--- src/rtl/dct8_seq_if.sv ---
// rtl/dct8_seq_if.sv - handshake bundle between the 8-point DCT engine and its neighbours
//
// Purpose: carries the input vector handshake and the serial coefficient
// output handshake of dct8_seq as one port.
// Signals:
//   in_valid  - input vector valid (master -> engine)
//   in_ready  - engine idle, vector will be accepted (engine -> master)
//   in_data   - 8*DATA_W, x0 in the lowest slice, x7 in the top slice
//   out_valid - out_data/out_idx valid (engine -> master)
//   out_ready - downstream accepts the current coefficient (master -> engine)
//   out_data  - OUT_W signed coefficient Y[out_idx]
//   out_idx   - 3-bit coefficient index k
interface dct8_seq_if #(
  parameter int DATA_W = 8,
  parameter int OUT_W  = 24
);
  logic                in_valid;
  logic                in_ready;
  logic [8*DATA_W-1:0] in_data;
  logic                out_valid;
  logic                out_ready;
  logic [OUT_W-1:0]    out_data;
  logic [2:0]          out_idx;

  modport master (
    output in_valid, in_data, out_ready,
    input  in_ready, out_valid, out_data, out_idx
  );

  modport slave (
    input  in_valid, in_data, out_ready,
    output in_ready, out_valid, out_data, out_idx
  );
endinterface

--- src/rtl/dct8_seq.sv ---
// rtl/dct8_seq.sv - sequential 8-point 1-D DCT-II engine with serial coefficient output
//
// Purpose: accepts one 8-sample vector per handshake, forms the butterfly
// sums/differences, then computes Y0..Y7 one per pass through CALC/OUT and
// streams them out in index order, each tagged with its index.
// Ports:
//   clk - clock, all logic on the rising edge
//   rst - synchronous active-high reset; aborts any block in flight
//   bus - dct8_seq_if.slave: in_valid/in_ready/in_data, out_valid/out_ready/out_data/out_idx
// Parameters: DATA_W (sample width), SIGNED_IN (0 unsigned, 1 two's-complement),
//   OUT_FRAC (fraction bits of Y, 0..15), OUT_W (>= DATA_W+5+OUT_FRAC).
// Build option: define DCT8_SEQ_ROUND_EN for round-half-up; otherwise the
//   scaled result is truncated toward minus infinity.
module dct8_seq #(
  parameter int DATA_W    = 8,
  parameter int SIGNED_IN = 0,
  parameter int OUT_FRAC  = 7,
  parameter int OUT_W     = 24
) (
  input  logic      clk,
  input  logic      rst,
  dct8_seq_if.slave bus
);

  // Butterfly terms need two bits above the sample: one for the sign of an
  // unsigned sample, one for the sum/difference.
  localparam int BF_W  = DATA_W + 2;
  // Operand (BF_W) x coefficient (17) -> BF_W+17, four-term sum adds 2,
  // one more bit of headroom for the rounding offset.
  localparam int P_W   = BF_W + 17 + 2 + 1;
  localparam int ACC_W = (OUT_W > P_W) ? OUT_W : P_W;
  localparam int SHIFT = 16 - OUT_FRAC;

  // Q0.16 coefficients, Ck = 0.5*cos(k*pi/16); 17 bits so negation stays in range.
  localparam logic signed [16:0] C1 = 17'sh07D8A;
  localparam logic signed [16:0] C2 = 17'sh07641;
  localparam logic signed [16:0] C3 = 17'sh06A6D;
  localparam logic signed [16:0] C4 = 17'sh05A82;
  localparam logic signed [16:0] C5 = 17'sh0471C;
  localparam logic signed [16:0] C6 = 17'sh030FB;
  localparam logic signed [16:0] C7 = 17'sh018F8;

  typedef enum logic [1:0] {
    IDLE = 2'd0,
    BFLY = 2'd1,
    CALC = 2'd2,
    OUT  = 2'd3
  } state_t;

  state_t                  state;
  state_t                  state_next;
  logic                    accept;
  logic                    advance;

  logic [2:0]              k;
  logic [8*DATA_W-1:0]     x_reg;
  logic signed [BF_W-1:0]  xs [8];
  logic signed [BF_W-1:0]  s  [4];
  logic signed [BF_W-1:0]  d  [4];

  logic signed [BF_W-1:0]  opnd [4];
  logic signed [16:0]      coef [4];
  logic signed [ACC_W-1:0] acc;
  logic signed [ACC_W-1:0] rnd;
  logic [OUT_W-1:0]        y_next;

  logic [OUT_W-1:0]        y_reg;
  logic [2:0]              idx_reg;

  // Widen one sample to the butterfly width, honouring the input mode.
  function automatic logic signed [BF_W-1:0] ext(input logic [DATA_W-1:0] v);
    logic msb;
    msb = (SIGNED_IN != 0) ? v[DATA_W-1] : 1'b0;
    return {msb, msb, v};
  endfunction

  // ---------------------------------------------------------------- FSM
  always_ff @(posedge clk) begin
    if (rst) begin
      state <= IDLE;
    end else begin
      state <= state_next;
    end
  end

  always_comb begin
    state_next = state;
    accept     = 1'b0;
    advance    = 1'b0;
    case (state)
      IDLE: begin
        if (bus.in_valid) begin
          accept     = 1'b1;
          state_next = BFLY;
        end
      end
      BFLY: state_next = CALC;
      CALC: state_next = OUT;
      OUT: begin
        if (bus.out_ready) begin
          if (k == 3'd7) begin
            state_next = IDLE;
          end else begin
            advance    = 1'b1;
            state_next = CALC;
          end
        end
      end
      default: state_next = IDLE;
    endcase
  end

  // Handshake outputs decode the state register only, so neither ready nor
  // valid depends combinationally on the opposite side's input.
  assign bus.in_ready  = (state == IDLE);
  assign bus.out_valid = (state == OUT);
  assign bus.out_data  = y_reg;
  assign bus.out_idx   = idx_reg;

  // ---------------------------------------------------------------- datapath
  always_comb begin
    for (int i = 0; i < 8; i++) begin
      xs[i] = ext(x_reg[i*DATA_W +: DATA_W]);
    end
  end

  // Every coefficient is a four-term dot product: even k uses the sums,
  // odd k the differences. The even-k forms (s0-s3), (s1-s2) are expanded
  // into per-term signed coefficients so one MAC shape serves all eight.
  always_comb begin
    for (int i = 0; i < 4; i++) begin
      opnd[i] = k[0] ? d[i] : s[i];
    end
    coef = '{C4, C4, C4, C4};
    case (k)
      3'd1:    coef = '{C1,  C3,  C5,  C7};
      3'd2:    coef = '{C2,  C6, -C6, -C2};
      3'd3:    coef = '{C3, -C7, -C1, -C5};
      3'd4:    coef = '{C4, -C4, -C4,  C4};
      3'd5:    coef = '{C5, -C1,  C7,  C3};
      3'd6:    coef = '{C6, -C2,  C2, -C6};
      3'd7:    coef = '{C7, -C5,  C3, -C1};
      default: coef = '{C4,  C4,  C4,  C4};
    endcase
  end

  always_comb begin
    acc = '0;
    for (int i = 0; i < 4; i++) begin
      acc = acc + ACC_W'(opnd[i]) * ACC_W'(coef[i]);
    end
`ifdef DCT8_SEQ_ROUND_EN
    rnd = acc + (ACC_W'(1) << (SHIFT - 1));
`else
    rnd = acc;
`endif
    // The sum is bounded well inside OUT_W, so dropping the upper bits after
    // the arithmetic shift loses nothing.
    y_next = OUT_W'(rnd >>> SHIFT);
  end

  always_ff @(posedge clk) begin
    if (rst) begin
      x_reg   <= '0;
      k       <= '0;
      y_reg   <= '0;
      idx_reg <= '0;
      for (int i = 0; i < 4; i++) begin
        s[i] <= '0;
        d[i] <= '0;
      end
    end else begin
      if (accept) begin
        x_reg <= bus.in_data;
        k     <= '0;
      end
      if (state == BFLY) begin
        for (int i = 0; i < 4; i++) begin
          s[i] <= xs[i] + xs[7-i];
          d[i] <= xs[i] - xs[7-i];
        end
      end
      if (state == CALC) begin
        y_reg   <= y_next;
        idx_reg <= k;
      end
      if (advance) begin
        k <= k + 3'd1;
      end
    end
  end

endmodule
--- src/flat_wrapper.sv ---
// flat-port wrapper written by rule: the top's interface ports become plain ports
module dct8_seq_flat 
#(
  parameter int DATA_W    = 8,
  parameter int SIGNED_IN = 0,
  parameter int OUT_FRAC  = 7,
  parameter int OUT_W     = 24
)
  (clk, rst, bus_in_valid, bus_in_data, bus_out_ready, bus_in_ready, bus_out_valid, bus_out_data, bus_out_idx);
  dct8_seq_if #(.DATA_W(DATA_W), .OUT_W(OUT_W)) bus_i ();
  input  logic clk;
  input  logic rst;
  input wire logic [$bits(bus_i.in_valid)-1:0] bus_in_valid;
  input wire logic [$bits(bus_i.in_data)-1:0] bus_in_data;
  input wire logic [$bits(bus_i.out_ready)-1:0] bus_out_ready;
  output wire logic [$bits(bus_i.in_ready)-1:0] bus_in_ready;
  output wire logic [$bits(bus_i.out_valid)-1:0] bus_out_valid;
  output wire logic [$bits(bus_i.out_data)-1:0] bus_out_data;
  output wire logic [$bits(bus_i.out_idx)-1:0] bus_out_idx;
  assign bus_i.in_valid = bus_in_valid;
  assign bus_i.in_data = bus_in_data;
  assign bus_i.out_ready = bus_out_ready;
  assign bus_in_ready = bus_i.in_ready;
  assign bus_out_valid = bus_i.out_valid;
  assign bus_out_data = bus_i.out_data;
  assign bus_out_idx = bus_i.out_idx;
  dct8_seq #(.DATA_W(DATA_W), .SIGNED_IN(SIGNED_IN), .OUT_FRAC(OUT_FRAC), .OUT_W(OUT_W)) u_core (.clk(clk), .rst(rst), .bus(bus_i));
endmodule
--- config.mk ---
export PLATFORM = sky130hd
export DESIGN_NAME = dct8_seq_flat
export DESIGN_NICKNAME = d
export VERILOG_FILES = /design/src/rtl/dct8_seq_if.sv /design/src/rtl/dct8_seq.sv /design/src/flat_wrapper.sv
export SDC_FILE = /design/constraint.sdc
export NUM_CORES = 2
export LEC_CHECK = 0
export CAP_MARGIN = 20
export CORE_MARGIN = 2
export CORE_UTILIZATION = 60
export CTS_BUF_LIST = sky130_fd_sc_hd__clkbuf_16
export DETAILED_ROUTE_END_ITERATION = 7
export PLACE_DENSITY = 0.89
export SLEW_MARGIN = 15
export SYNTH_ARGS = -nofsm -noshare
export SYNTH_HDL_FRONTEND = slang
export SYNTH_SLANG_ARGS = --single-unit
--- constraint.sdc ---
create_clock -name clk -period 13 [get_ports clk]
set_input_delay 2.6 -clock clk [delete_from_list [all_inputs] [get_ports clk]]
set_output_delay 2.6 -clock clk [all_outputs]
set_load 0.05 [all_outputs]
==> flow_summary.ini <==
[run_status]
status = completed

[yosys]
synth_area_leaders = fa_1 38%, ha_1 13%, inv_1 8.6%, nand2_1 6.2%, edfxtp_1 6.1%
syn_inst = 3793
synth_edf_count = 68
yosysWarnings = 0
ys_ff_latch = 161
synth_nets = 4829
synth.top_cell.area_share_pct = 37.8
yosysUniqueCellTypes = 68
syn_area_um2 = 33200
synth_top_area_cell = fa_1
seq_area_frac_synth_pct = 11.7
async_flop_share_pct = 0
synth_area_per_cell_um2 = 8.76
synth_top_flop_cell = dfxtp_1

[timing]
hold_violations = 0
finalSetupViolations = 0
min_period_ps = 12430
rsz0062_at_grt = no
clock.fmax_ghz = 0.0804
finalClockSkew_ps = 19.2
fin_setup_tns_ps = 0
final_max_slew_viol_count = 0
finalCritPeriodShare_pct = 95.6
worst_slew_pin_slew_ps = 1130
slew_headroom_pct = 24.3
setup_ws_ps = 566

[place]
globalplace.congestion = 1.05
io_buffers = 96
dp_hpwl_um = 71400
post_dp_cell_area_um2 = 35000
dp_slack_ps = 336
dp_cells = 4512

[job]
drv_cap = 0

[routing]
drc = 0
num_vias = 26300
drtPass1Iterations = 6
viasPerCell = 5.79
wire_per_inst_um = 19.2
ant_nets = 0
first_iter_violations = 2234
wl_um = 87400

[setup_path]
critPathTopFamily = adder cells
critical-path-max-stage-delay_ps = 550
crit_top_cell = fa_1
worst-path-buf-inv = 10
critPathArrivalTime_ps = 12800
critPathMaxFanout = 20
cp_data_required_time_ps = 13370
crit_path_end_kind = flop
cp-start-kind = flop
slowest_stage = and2_1
critical_path_class = flop to flop

[grt]
antenna_found_initial = 1
grt_max_degree = 69
track_usage_pct = 31.7
grt_pass1_wl_um = 141000
grt-ovfl-total = 0
grt_pass1_vias = 27500

[cts]
ctsHoldBuffers = 0
cts_tree = built
htree_levels = 4
cts_made_buffers = 17
numClockSinks = 161
cts_setup_buffers = 0
cts-root-buf = clkbuf_16
clk_path_buf_depth = 2
path_clk_slew_ps = 90
clock_latency_ps = 460

[final_layout]
fillers = 4169
drive_above_1_share_pct = 3.77
largest_reg_flops = 64
syn_to_final_growth_pct = 7.09
final_area_um2 = 35600
multiInputGateArea_um2 = 26000
register_area_um2 = 3910
final_cells = 4549
layout_commonest_cell = inv_1
fin_nets = 4865
final_cell_mix = 762 x inv_1, 627 x fa_1, 552 x nand2_1, 362 x nor2_1, 340 x ha_1

[min_path]
hold_class = flop to flop

[floorplanning]
dieHeight_um = 239
core_region_area_um2 = 54900
rows = 86
die_w_um = 239
initial_core_util_pct = 60.6
io_pins = 97
dieArea_um2 = 57300

[power_and_ir_drop]
total_power_mw = 10.3
cellLeakagePower_nw = 17.0
ir_worst_vdd_mv = 1.58
p_per_area_nw_per_um2 = 289
## synthesized netlist by cell type, drive strengths merged, types with 3 or more instances
cell type and number:
or4 3, ha 341, o21bai 22, buf 14, or3 21, a211oi 11
nand3b 5, o31a 4, nor3b 3, nand2b 37, xnor2 89, nand4 5
a21boi 6, a21o 45, a31oi 12, o21ai 73, nor2 362, or2 7
and2 83, and4 4, nand3 26, nor2b 35, fa 627, o21a 13
xor2 36, o211ai 3, mux2 22, a21oi 191, o31ai 8, nor4 7
nand2 554, edfxtp 68, and3 7, a31o 3, nor3 36, dfxtp 93
mux2i 18, inv 762, clkbuf 119
## stage by stage
| step | utilization, % | hold WS [ps] |
|---|---|---|
| final | 64.8 | 451 |
| after CTS | 64.8 | 454 |
| after floorplan | - | 453 |
| after global placement | 63.7 | 439 |
| after detailed placement | 63.7 | 444 |
| after global routing | 64.8 | 479 |
## worst paths after layout
| kind | start | endpoint | slack [ps] | cells after the start |
|---|---|---|---|---|
| max | u_core.k[0] | u_core.bus.out_data[17] | 570 | 45 |
| min | u_core.bus.out_data[1] | u_core.bus.out_data[1] | 450 | 2 |
| max reg2reg | u_core.k[0] | u_core.bus.out_data[17] | 570 | 45 |
| min reg2reg | u_core.bus.out_data[1] | u_core.bus.out_data[1] | 450 | 2 |
## worst reg2reg max path, delay by kind of cell, from the launching register on
family	cells	cell delay, ps
flops	1	360
fa+ha+maj	14	6240
simple gates	10	1930
xor+xnor	1	150
compound gates	10	2560
buf+inv	10	1050
## cell type report
| type | count | share of cell area [%] |
|---|---|---|
| inverter | 764 | 8.06 |
| antenna | 3 | 0.0211 |
| timing repair buffer | 150 | 3.84 |
| tap | 704 | 2.48 |
| multi-input combinational | 2735 | 73.0 |
| clock buffer | 17 | 1.20 |
| clock inverter | 15 | 0.408 |
| sequential | 161 | 11.0 |
## kinds of logic (layout without fill, tap and decap cells)
group,count (synthesis),after routing,share of synthesized area (%)
flops,161,161,11.7
compound gates,403,403,7.28
simple gates,1199,1199,15.6
other cells,0,3,0
fa+ha+maj,968,968,50.6
buf+inv,897,946,10.2
mux,40,40,1.29
xor+xnor,125,125,3.29
## routing by layer
layer / vias up / track usage [%] / share of wire (%)
met3: 297 / 4.89 / 8.9
met1: 13000 / 40.2 / 37
li1: 11700 / - / -
met5: - / 0 / 0
met2: 1373 / 52.3 / 48
met4: 0 / 17.6 / 6.2
## report_power, final
group | total (mW) | internal (mW) | switching [mW]
clock network | 0.501 | 0.254 | 0.247
registers | 0.617 | 0.585 | 0.0318
logic | 9.16 | 3.98 | 5.18
## what timing repair did
item                       CTS  global route
hold endpoints to repair     0             0
setup endpoints to repair    0             8
gates resized for setup      0             7
Note: power is estimated with default switching activity, not from simulation.
